==> src/rtl/digit_argmax_classifier_if.sv <==
// Bundles the layer-side inputs and the classification outputs of the argmax stage.
// The master drives the layer-side signals; the slave is the classifier.
interface digit_argmax_classifier_if #(
  parameter int N_CLASSES  = 10,
  parameter int SCORE_BITS = 24,
  parameter int IDX_BITS   = 4
) ();

  logic                   i_layer_done;
  logic signed [SCORE_BITS:0] i_scores [0:N_CLASSES-1];
  logic                   o_busy;
  logic                   o_result_valid;
  logic [IDX_BITS-1:0]    o_digit;
  logic signed [SCORE_BITS:0] o_max_score;

  modport master (
    output i_layer_done,
    output i_scores,
    input  o_busy,
    input  o_result_valid,
    input  o_digit,
    input  o_max_score
  );

  modport slave (
    input  i_layer_done,
    input  i_scores,
    output o_busy,
    output o_result_valid,
    output o_digit,
    output o_max_score
  );

endinterface

==> src/rtl/digit_argmax_classifier.sv <==
// Snapshots the dense layer's scores on a rising layer_done and scans them one per
// clock, reporting the lowest index of the maximum signed score with a one-cycle pulse.
module digit_argmax_classifier #(
  parameter int N_CLASSES  = 10,
  parameter int SCORE_BITS = 24,
  parameter int IDX_BITS   = 4
) (
  input logic clk,
  input logic rst,
  digit_argmax_classifier_if.slave bus
);

  localparam logic [IDX_BITS-1:0] LAST_IDX = IDX_BITS'(N_CLASSES - 1);

  typedef enum logic [1:0] {
    IDLE,
    SCAN,
    DONE
  } state_t;

  state_t r_state;
  state_t w_next_state;

  logic                       r_layer_done_q;
  logic signed [SCORE_BITS:0] r_bank [0:N_CLASSES-1];
  logic signed [SCORE_BITS:0] r_best_val;
  logic [IDX_BITS-1:0]        r_best_idx;
  logic [IDX_BITS-1:0]        r_idx;
  logic                       r_busy;
  logic                       r_result_valid;
  logic [IDX_BITS-1:0]        r_digit;
  logic signed [SCORE_BITS:0] r_max_score;

  logic w_start_evt;
  logic w_capture;
  logic w_scan;
  logic w_last;
  logic w_done;

  assign w_start_evt = bus.i_layer_done & ~r_layer_done_q;

  always_ff @(posedge clk) begin
    if (rst) begin
      r_state        <= IDLE;
      r_layer_done_q <= 1'b0;
    end else begin
      r_state        <= w_next_state;
      r_layer_done_q <= bus.i_layer_done;
    end
  end

  always_comb begin
    w_next_state = r_state;
    unique case (r_state)
      IDLE:    if (w_start_evt) w_next_state = SCAN;
      SCAN:    if (r_idx == LAST_IDX) w_next_state = DONE;
      DONE:    w_next_state = IDLE;
      default: w_next_state = IDLE;
    endcase
  end

  always_comb begin
    w_capture = (r_state == IDLE) && w_start_evt;
    w_scan    = (r_state == SCAN);
    w_last    = (r_idx == LAST_IDX);
    w_done    = (r_state == DONE);
  end

  // Strict '>' keeps the earlier index on ties; the bank isolates the scan from later input changes.
  always_ff @(posedge clk) begin
    if (rst) begin
      for (int i = 0; i < N_CLASSES; i++) r_bank[i] <= '0;
      r_best_val     <= '0;
      r_best_idx     <= '0;
      r_idx          <= '0;
      r_busy         <= 1'b0;
      r_result_valid <= 1'b0;
      r_digit        <= '0;
      r_max_score    <= '0;
    end else begin
      r_result_valid <= 1'b0;
      if (w_capture) begin
        for (int i = 0; i < N_CLASSES; i++) r_bank[i] <= bus.i_scores[i];
        r_best_val <= bus.i_scores[0];
        r_best_idx <= '0;
        r_idx      <= IDX_BITS'(1);
        r_busy     <= 1'b1;
      end
      if (w_scan) begin
        if (r_bank[r_idx] > r_best_val) begin
          r_best_val <= r_bank[r_idx];
          r_best_idx <= r_idx;
        end
        if (!w_last) r_idx <= r_idx + IDX_BITS'(1);
      end
      if (w_done) begin
        r_digit        <= r_best_idx;
        r_max_score    <= r_best_val;
        r_result_valid <= 1'b1;
        r_busy         <= 1'b0;
      end
    end
  end

  assign bus.o_busy         = r_busy;
  assign bus.o_result_valid = r_result_valid;
  assign bus.o_digit        = r_digit;
  assign bus.o_max_score    = r_max_score;

endmodule

==> src/flat_wrapper.sv <==
// flat-port wrapper written by rule: the top's interface ports become plain ports
module digit_argmax_classifier_flat 
#(
  parameter int N_CLASSES  = 10,
  parameter int SCORE_BITS = 24,
  parameter int IDX_BITS   = 4
)
  (clk, rst, bus_i_layer_done, bus_i_scores, bus_o_busy, bus_o_result_valid, bus_o_digit, bus_o_max_score);
  digit_argmax_classifier_if #(.N_CLASSES(N_CLASSES), .SCORE_BITS(SCORE_BITS), .IDX_BITS(IDX_BITS)) bus_i ();
  input logic clk;
  input logic rst;
  input wire logic [$bits(bus_i.i_layer_done)-1:0] bus_i_layer_done;
  input wire logic [$bits(bus_i.i_scores)-1:0] bus_i_scores;
  output wire logic [$bits(bus_i.o_busy)-1:0] bus_o_busy;
  output wire logic [$bits(bus_i.o_result_valid)-1:0] bus_o_result_valid;
  output wire logic [$bits(bus_i.o_digit)-1:0] bus_o_digit;
  output wire logic [$bits(bus_i.o_max_score)-1:0] bus_o_max_score;
  assign bus_i.i_layer_done = bus_i_layer_done;
  assign bus_i.i_scores = {>>{bus_i_scores}};
  assign bus_o_busy = bus_i.o_busy;
  assign bus_o_result_valid = bus_i.o_result_valid;
  assign bus_o_digit = bus_i.o_digit;
  assign bus_o_max_score = bus_i.o_max_score;
  digit_argmax_classifier #(.N_CLASSES(N_CLASSES), .SCORE_BITS(SCORE_BITS), .IDX_BITS(IDX_BITS)) u_core (.clk(clk), .rst(rst), .bus(bus_i));
endmodule
==> config.mk <==
export PLATFORM = sky130hd
export DESIGN_NAME = digit_argmax_classifier_flat
export DESIGN_NICKNAME = d
export VERILOG_FILES = /design/src/rtl/digit_argmax_classifier_if.sv /design/src/rtl/digit_argmax_classifier.sv /design/src/flat_wrapper.sv
export SDC_FILE = /design/constraint.sdc
export NUM_CORES = 1
export LEC_CHECK = 0
export CAP_MARGIN = 20
export CORE_AREA = 2 2 170 172
export DETAILED_ROUTE_END_ITERATION = 6
export DIE_AREA = 0 0 172 174
export PLACE_DENSITY = 0.8
export SYNTH_ARGS = -nofsm -noshare
export SYNTH_HDL_FRONTEND = slang
export SYNTH_SLANG_ARGS = --single-unit
==> constraint.sdc <==
create_clock -name clk -period 9.45 [get_ports clk]
set_input_delay 2.3625 -clock clk [delete_from_list [all_inputs] [get_ports clk]]
set_output_delay 2.3625 -clock clk [all_outputs]
set_load 0.02 [all_outputs]
==> impl_results.md, run 1 <==
* Status: completed
* Core ar. at 0.0282 mm^2
* IO Port Bufs at 283
* Half-perimeter wire length after placement at 23.8 mm
* Die Wd at 172 um
* Pwr Density at 189 mW/mm^2
* LEAKAGE at 6.93 nW
* DR WL met3 at 2.11 mm
* Synth cell types at 41
* Gp weighted congestion at 0.859
* Synth Instances at 1,058
* Worst setup EP type: flop
* Layout cell share with drive strength beyond 1 at 10.2%
* Root Driver: clkbuf_16
* RSZ-0062 raised after global routing: false
* First-pass GRT wire length at 51.1 mm
* Final hold violations at 0
* CTS Hold Bufs at 0
* CTS tree: yes
* Largest net degree at the start of global routing at 143
* Antenna-violating nets left at 0
* Later-pin clock latency in the skew report at 0.51 ns
* Die Footprint at 0.0299 mm^2
* Clk buf depth at 3
* Flops & latches, synth at 317
* Req. time, crit path at 9.88 ns
* Syn Nets at 1,338
* CTS HTree Levels at 2
* Vias in the first global route at 9,329
* Initial DRC count at 575
* # IOs at 284
* Gr usage total at 22.7%
* Top sig layer: met5
* Cell area after layout at 0.0186 mm^2
* FILL cells at 2,097
* Fin crit share at 59.9%
* Area grow syn2layout at 29.0%
* Detailed-route DRC error count at 0
* Yosys warning total at 0
* Synth Area per Inst at 13.6 um^2
* Cell area after synthesis at 0.0144 mm^2
* Met2 wire len at 15.9 mm
* Sum Neg Setup Slack at 0 ns
* GRT overflow at 0
* Slew Viols, Final at 0
* CP arrival at 6.09 ns
* Reg clk slew, reported paths at 0.06 ns
* Via Count at 9,157
* Core Rows at 62
* Seq/Total Area, Yosys at 61.5%
* Total clock sinks at 317
* Dpl cell area at 0.0175 mm^2
* Initial antenna violation count at 3
* Min-Delay Path Class: reg -> reg
* WL met1 at 14.8 mm
* Max frequency at 177 MHz
* Max IR drop VDD at 0.136 mV
* Max Clock Skew at 0.0225 ns
* Die Span Y at 174 um
* Pre-antenna DRT Iters at 4
* Number of max-cap violations at 0
* Wire length per cell at 19.6 um
* Minimum clock period at 5.66 ns
* Worst setup path category: reg -> reg
* Slew at the pin closest to its max-slew limit at 1.05 ns
* Vias/cell at 5.32
* Number of CTS-inserted buffers at 35
* Final Setup Violations at 0
* Worst setup SP type: flop
* Setup Buffers After CTS at 0
* # nets final at 1,591
* CP Max Fanout at 50
* Routed wire length at 33.7 mm
* Initial Util at 50.9%
* Slew headroom at 29.9%
* Resize count post-CTS at 0
Yosys cell counts (all sizes together):
| cell | instances | area, um^2 |
|---|---|---|
| nand3 | 2 | 10.0 |
| nand4 | 6 | 43.8 |
| mux2i | 30 | 300 |
| mux4 | 50 | 1130 |
| a2111o | 1 | 11.3 |
| mux2 | 1 | 11.3 |
| and4bb | 1 | 12.5 |
| nor2 | 11 | 41.3 |
| nor4 | 1 | 12.5 |
| o21ai | 29 | 145 |
| a21o | 5 | 37.5 |
| nor3b | 2 | 15.0 |
| and2 | 251 | 1570 |
| ha | 27 | 338 |
| xor2 | 1 | 8.76 |
| a22oi | 1 | 7.51 |
| o41ai | 1 | 8.76 |
| edfxtp | 250 | 7510 |
| a21boi | 1 | 7.51 |
| a22o | 29 | 254 |
| dfxtp | 67 | 1340 |
| a211oi | 51 | 433 |
| nand2 | 35 | 131 |
| nor2b | 25 | 156 |
| a31oi | 3 | 33.8 |
| clkbuf | 58 | 218 |
| inv | 28 | 105 |
| buf | 20 | 118 |
| o21a | 1 | 7.51 |
| nand2b | 4 | 25.0 |
| nor3 | 3 | 15.0 |
| or4b | 1 | 10.0 |
| nor4b | 2 | 17.5 |
| a21oi | 60 | 300 |
worst max-delay path, cell delays in order, from the launching register on:
cell,delay (ns)
dfxtp_4,0.99
buf_4,0.63
mux4_2,0.57
nor2b_1,0.14
a211oi_1,0.42
a21oi_1,0.13
ha_1,0.33
o21ai_0,0.16
nor2_1,0.06
o41ai_1,0.43
a2111o_1,0.81
and2_4,0.56
mux2i_1,0.25
area by class of cell:
cell class	instances	area [um^2]	area share (%)
Tap cell	384	480	2.59
Clock inverter	19	138	0.742
Timing Repair Buffer	294	2910	15.7
Inverter	28	113	0.607
Multi-Input combinational cell	635	5110	27.5
Sequential cell	317	8860	47.7
Antenna cell	1	2.50	0.0135
Clock buffer	44	941	5.07
placed cells by master (no fill, tap or decap), types with 2 or more instances in the layout:
master / n
a211oi_2: 10
mux4_2: 50
clkbuf_16: 36
a211oi_1: 41
a21oi_1: 59
and2_1: 250
nor4b_1: 2
nor2_1: 10
nand4_1: 5
clkinv_1: 5
a21o_1: 5
clkbuf_1: 7
o21ai_0: 29
dfxtp_1: 63
nand2_1: 35
nand2b_1: 4
nand3_1: 2
mux2i_1: 30
clkinv_2: 8
inv_1: 27
ha_1: 27
a22o_1: 29
buf_4: 10
inv_8: 2
a31oi_1: 2
nor3_1: 3
nor2b_1: 25
edfxtp_1: 250
clkdlybuf4s50_1: 282
dfxtp_2: 3
worst paths after layout:
check                                           from                        end  slack (ns)  depth (start not counted)
worst max register to register       u_core.r_idx[0]       u_core.r_best_idx[2]        3.79                         12
worst min-delay path            u_core.r_best_val[7]  u_core.bus.o_max_score[7]        0.46                          1
worst min register to register  u_core.r_best_val[7]  u_core.bus.o_max_score[7]        0.46                          1
worst max-delay path                 u_core.r_idx[0]       u_core.r_best_idx[2]        3.79                         12
metrics by stage:
| stage | std cells | util, % | total power [W] | hold slack [ns] | setup slack, ns |
|---|---|---|---|---|---|
| 2_1_floorplan | 1058 | - | 0.00205 | 0.438 | 1.04 |
| 5_1_grt | 1721 | 65.7 | 0.00364 | 0.487 | 3.35 |
| 6_report | 1722 | 65.7 | 0.00350 | 0.465 | 3.79 |
| 3_3_place_gp | 1657 | 61.8 | 0.00224 | 0.449 | 3.87 |
| 3_5_place_dp | 1658 | 61.9 | 0.00226 | 0.451 | 3.77 |
| 4_1_cts | 1721 | 65.7 | 0.00352 | 0.464 | 3.78 |
flip-flops by register name (all words and copies together), names as in the netlist:
name	cells
u_core.r_bank	250
u_core.bus.o_max_score	25
u_core.r_best_val	25
u_core.bus.o_digit	4
u_core.r_best_idx	4
u_core.r_idx	4
u_core.r_state	2
u_core.bus.o_busy	1
u_core.bus.o_result_valid	1
u_core.r_layer_done_q	1
metal layers:
layer / global-route usage [%] / vias up
met5: 0 / -
met3: 4.05 / 61
met2: 35.6 / 325
li1: - / 4385
met1: 32.5 / 4382
met4: 6.48 / 4
report_power, final:
part | internal [W] | switching [W] | leakage [nW]
Clock | 0.000738 | 0.000533 | 0.530
Combinational | 0.000273 | 0.000268 | 3.18
Sequential | 0.00163 | 0.0000571 | 3.23
cell families after synthesis:
kind of cell    count (synthesis)  synth area share (%)
xor+xnor                        1                0.0609
fa+ha+maj                      27                  2.35
simple gates                  344                  14.3
mux                            81                  10.0
compound gates                182                  8.66
buf+inv                       106                  3.06
flops                         317                  61.5
Note: power is estimated with default switching activity, not from simulation.
==> run 2: changes to the inputs <==
==> constraint.sdc (replaced) <==
create_clock -name clk -period 5.45 [get_ports clk]
set_input_delay 1.3625 -clock clk [delete_from_list [all_inputs] [get_ports clk]]
set_output_delay 1.3625 -clock clk [all_outputs]
set_load 0.02 [all_outputs]
==> run 2 against run 1 <==
Net effect: cell area rose by 1.7%; combinational power rose by 81%; clock power rose by 90%; maximum frequency rose by 20%; die area did not move; power rose by 80%; sequential cell count did not move; count of clock-buffer cells in the layout fell by 8; critical path type unchanged; largest power group unchanged.
==> impl_results.md, run 2 (synthesis gave the netlist of run 1 again) <==
* Status: completed
* Slew at the pin closest to its max-slew limit at 0.966 ns (-0.0854 ns)
* CTS tree: yes
* Initial Util at 50.9% (unchanged)
* Most frequent cells in the layout: 282 x clkdlybuf4s50_1, 250 x and2_1, 250 x edfxtp_1, 63 x dfxtp_1, 59 x a21oi_1
* Largest register by flop count: u_core.r_bank
* Min-Delay Path Class: reg -> reg
* GRT overflow at 0 (unchanged)
* Layout cell share with drive strength beyond 1 at 11.1% (+0.86 points)
* WHS Endpoint: u_core.r_best_idx[0]
* Worst setup SP type: flop
* Total clock sinks at 317 (unchanged)
* Slew headroom at 35.4% (+5.6 points)
* Vias/cell at 5.34 (+0.45%)
* Die Span Y at 174 um (unchanged)
* Max frequency at 211 MHz (+20%)
* Area of the multi-input gates at 0.00513 mm^2 (+0.44%)
* Routed wire length at 34.1 mm (+1.1%)
* Minimum clock period at 4.73 ns (-0.926 ns)
* Detailed-route DRC error count at 0 (unchanged)
* LEAKAGE at 7.06 nW (+1.8%)
* Worst setup EP type: flop
* Ordered list of cells on the worst path: mux4_2 > nor2b_1 > a211oi_1 > a21oi_1 > ha_1 > nand4_1 > nor4_2 > and4bb_2 > a2111o_1 > and2_4 > mux2i_1
* Setup Buffers After CTS at 0 (unchanged)
* CP top delay family: simple AND/OR/NAND/NOR gates
* Cell count of the worst hold path at 2 (+1)
* Dpl ws at 0.722 ns (-3.05 ns)
* Half-perimeter wire length after placement at 24.6 mm (+3.3%)
* IO Port Bufs at 283 (unchanged)
* Req. time, crit path at 5.92 ns (-3.96 ns)
* Crit-path max cell delay at 0.68 ns (-0.31 ns)
* Final Core Density at 66.8% (+1.1 points)
* Core Rows at 62 (unchanged)
* Commonest non-fill, non-tap cell in the layout: clkdlybuf4s50_1
* Min-delay src: u_core.r_best_idx[0]
* Slew Viols, Final at 0 (unchanged)
* Fin crit share at 86.8% (+27 points)
* Number of max-cap violations at 0 (unchanged)
* CP arrival at 5.21 ns (-0.88 ns)
* Register Area at 0.00886 mm^2 (unchanged)
* Via Count at 9,225 (+0.74%)
* Gr usage total at 23.0% (+0.35 points)
* Die Wd at 172 um (unchanged)
* Slowest-stage cell, CP: a2111o_1
* Max Clock Skew at 0.00915 ns (-0.0134 ns)
* Root Driver: clkbuf_16
* Final Setup Violations at 0 (unchanged)
* Initial DRC count at 687 (+19%)
* Number of CTS-inserted buffers at 31 (-11%)
* Pwr Density at 334 mW/mm^2 (+77%)
* R2R Setup Slk at 0.72 ns (-3.07 ns)
* Core ar. at 0.0282 mm^2 (unchanged)
* Reg2Reg Depth at 11 (-1)
* Initial antenna violation count at 1 (-2)
* Wire length per cell at 19.7 um (+0.76%)
* RSZ-0062 raised after global routing: false
* Gp weighted congestion at 0.856 (-0.36%)
* Final hold violations at 0 (unchanged)
* Vias in the first global route at 9,283 (-0.49%)
* Reg clk slew, reported paths at 0.06 ns (about the same)
* Max IR drop VDD at 0.191 mV (+40%)
* First-pass GRT wire length at 52.2 mm (+2.1%)
* CP bufs+invs at 0 (-1)
* Antenna-violating nets left at 0 (unchanged)
* Largest net degree at the start of global routing at 84 (-41%)
* CTS Hold Bufs at 0 (unchanged)
* Resize count post-CTS at 0 (unchanged)
* Clk buf depth at 3 (unchanged)
* Max reg flops at 250 (unchanged)
* # IOs at 284 (unchanged)
* # nets final at 1,598 (+0.44%)
* R2R Path Start: u_core.r_idx[0]
* Final WS setup at 0.719 ns (-3.07 ns)
* CTS HTree Levels at 1 (-1)
* Pre-antenna DRT Iters at 5 (+1)
* FF-to-FF End: u_core.r_best_idx[1]
* Area grow syn2layout at 31.2%
* FILL cells at 2,011 (-4.1%)
* Worst setup path category: reg -> reg
* CP Max Fanout at 29 (-42%)
* Die Footprint at 0.0299 mm^2 (unchanged)
* Later-pin clock latency in the skew report at 0.55 ns (+0.04 ns)
==> run 2: cell count changes in the layout (fill, tap and decap cells not counted), sizes merged <==
cell / previous run / this run
bufinv: 1 / 10
inv: 30 / 28
clkbuf: 44 / 36
clkinv: 14 / 6
clkinvlp: 2 / 5
buf: 12 / 23
==> run 2: worst max path at each step <==
stage,start,endpoint,slack [ns],cells past startpoint
finish,u_core.r_idx[0],u_core.r_best_idx[1],0.72,11
global route,u_core.r_idx[0],u_core.r_best_val[13],0.44,12
CTS,u_core.r_idx[0],u_core.r_best_idx[1],0.70,12
detailed placement,u_core.r_idx[0],u_core.r_best_idx[1],0.72,12
global placement,u_core.r_idx[0],u_core.r_best_val[21],0.78,12
floorplan,bus_i_layer_done,u_core.r_bank[0][0],-0.35,3
==> run 2: routing by layer <==
metal / vias up / GRT usage, % / wire length [um]
met4: 0 / 7.32 / 1020
met3: 64 / 3.96 / 2630
met5: - / 0 / 0
li1: 4399 / - / -
met2: 395 / 34.9 / 15500
met1: 4367 / 34.0 / 14900
==> run 2: per-stage QoR <==
step                cells  setup TNS, ns  power (W)  area, um^2  hold slack [ns]
finish               1727              0    0.00631       18900            0.462
global route         1727              0    0.00655       18900            0.479
global placement     1667              0    0.00391       17700            0.449
detailed placement   1668              0    0.00394       17700            0.449
CTS                  1725              0    0.00634       18800            0.462
floorplan            1058         -88.28    0.00355       14400            0.438
==> run 2: cell type report <==
cell class / instances / share of cell area [%]
multi-input combinational: 635 / 27.2
sequential: 317 / 46.9
timing repair buffer: 305 / 16.6
inverter: 28 / 0.577
antenna: 1 / 0.0133
tap: 384 / 2.55
clock buffer: 36 / 4.21
clock inverter: 21 / 1.95
==> run 2: worst reg2reg max path, cell delays in order, from the launching register on <==
cell,delay (ns)
dfxtp_4,0.65
mux4_2,0.56
nor2b_1,0.14
a211oi_1,0.46
a21oi_1,0.13
ha_1,0.37
nand4_1,0.18
nor4_2,0.38
and4bb_2,0.30
a2111o_1,0.68
and2_4,0.57
mux2i_1,0.24
==> run 2: where the power goes <==
part / total (W) / internal, W / switching [W]
clock: 0.00241 / 0.00152 / 0.000895
sequential: 0.00292 / 0.00283 / 0.0000942
combinational: 0.000980 / 0.000497 / 0.000483
==> run 3: changes to the inputs <==
--- a/config.mk
+++ b/config.mk
@@ -10,6 +10,7 @@
 export DETAILED_ROUTE_END_ITERATION = 6
 export DIE_AREA = 0 0 172 174
 export PLACE_DENSITY = 0.8
+export SETUP_SLACK_MARGIN = 0.05
 export SYNTH_ARGS = -nofsm -noshare
 export SYNTH_HDL_FRONTEND = slang
 export SYNTH_SLANG_ARGS = --single-unit
==> results of run 3 <==
No change in the layout: final DEF, timing and power equal those of run 2.
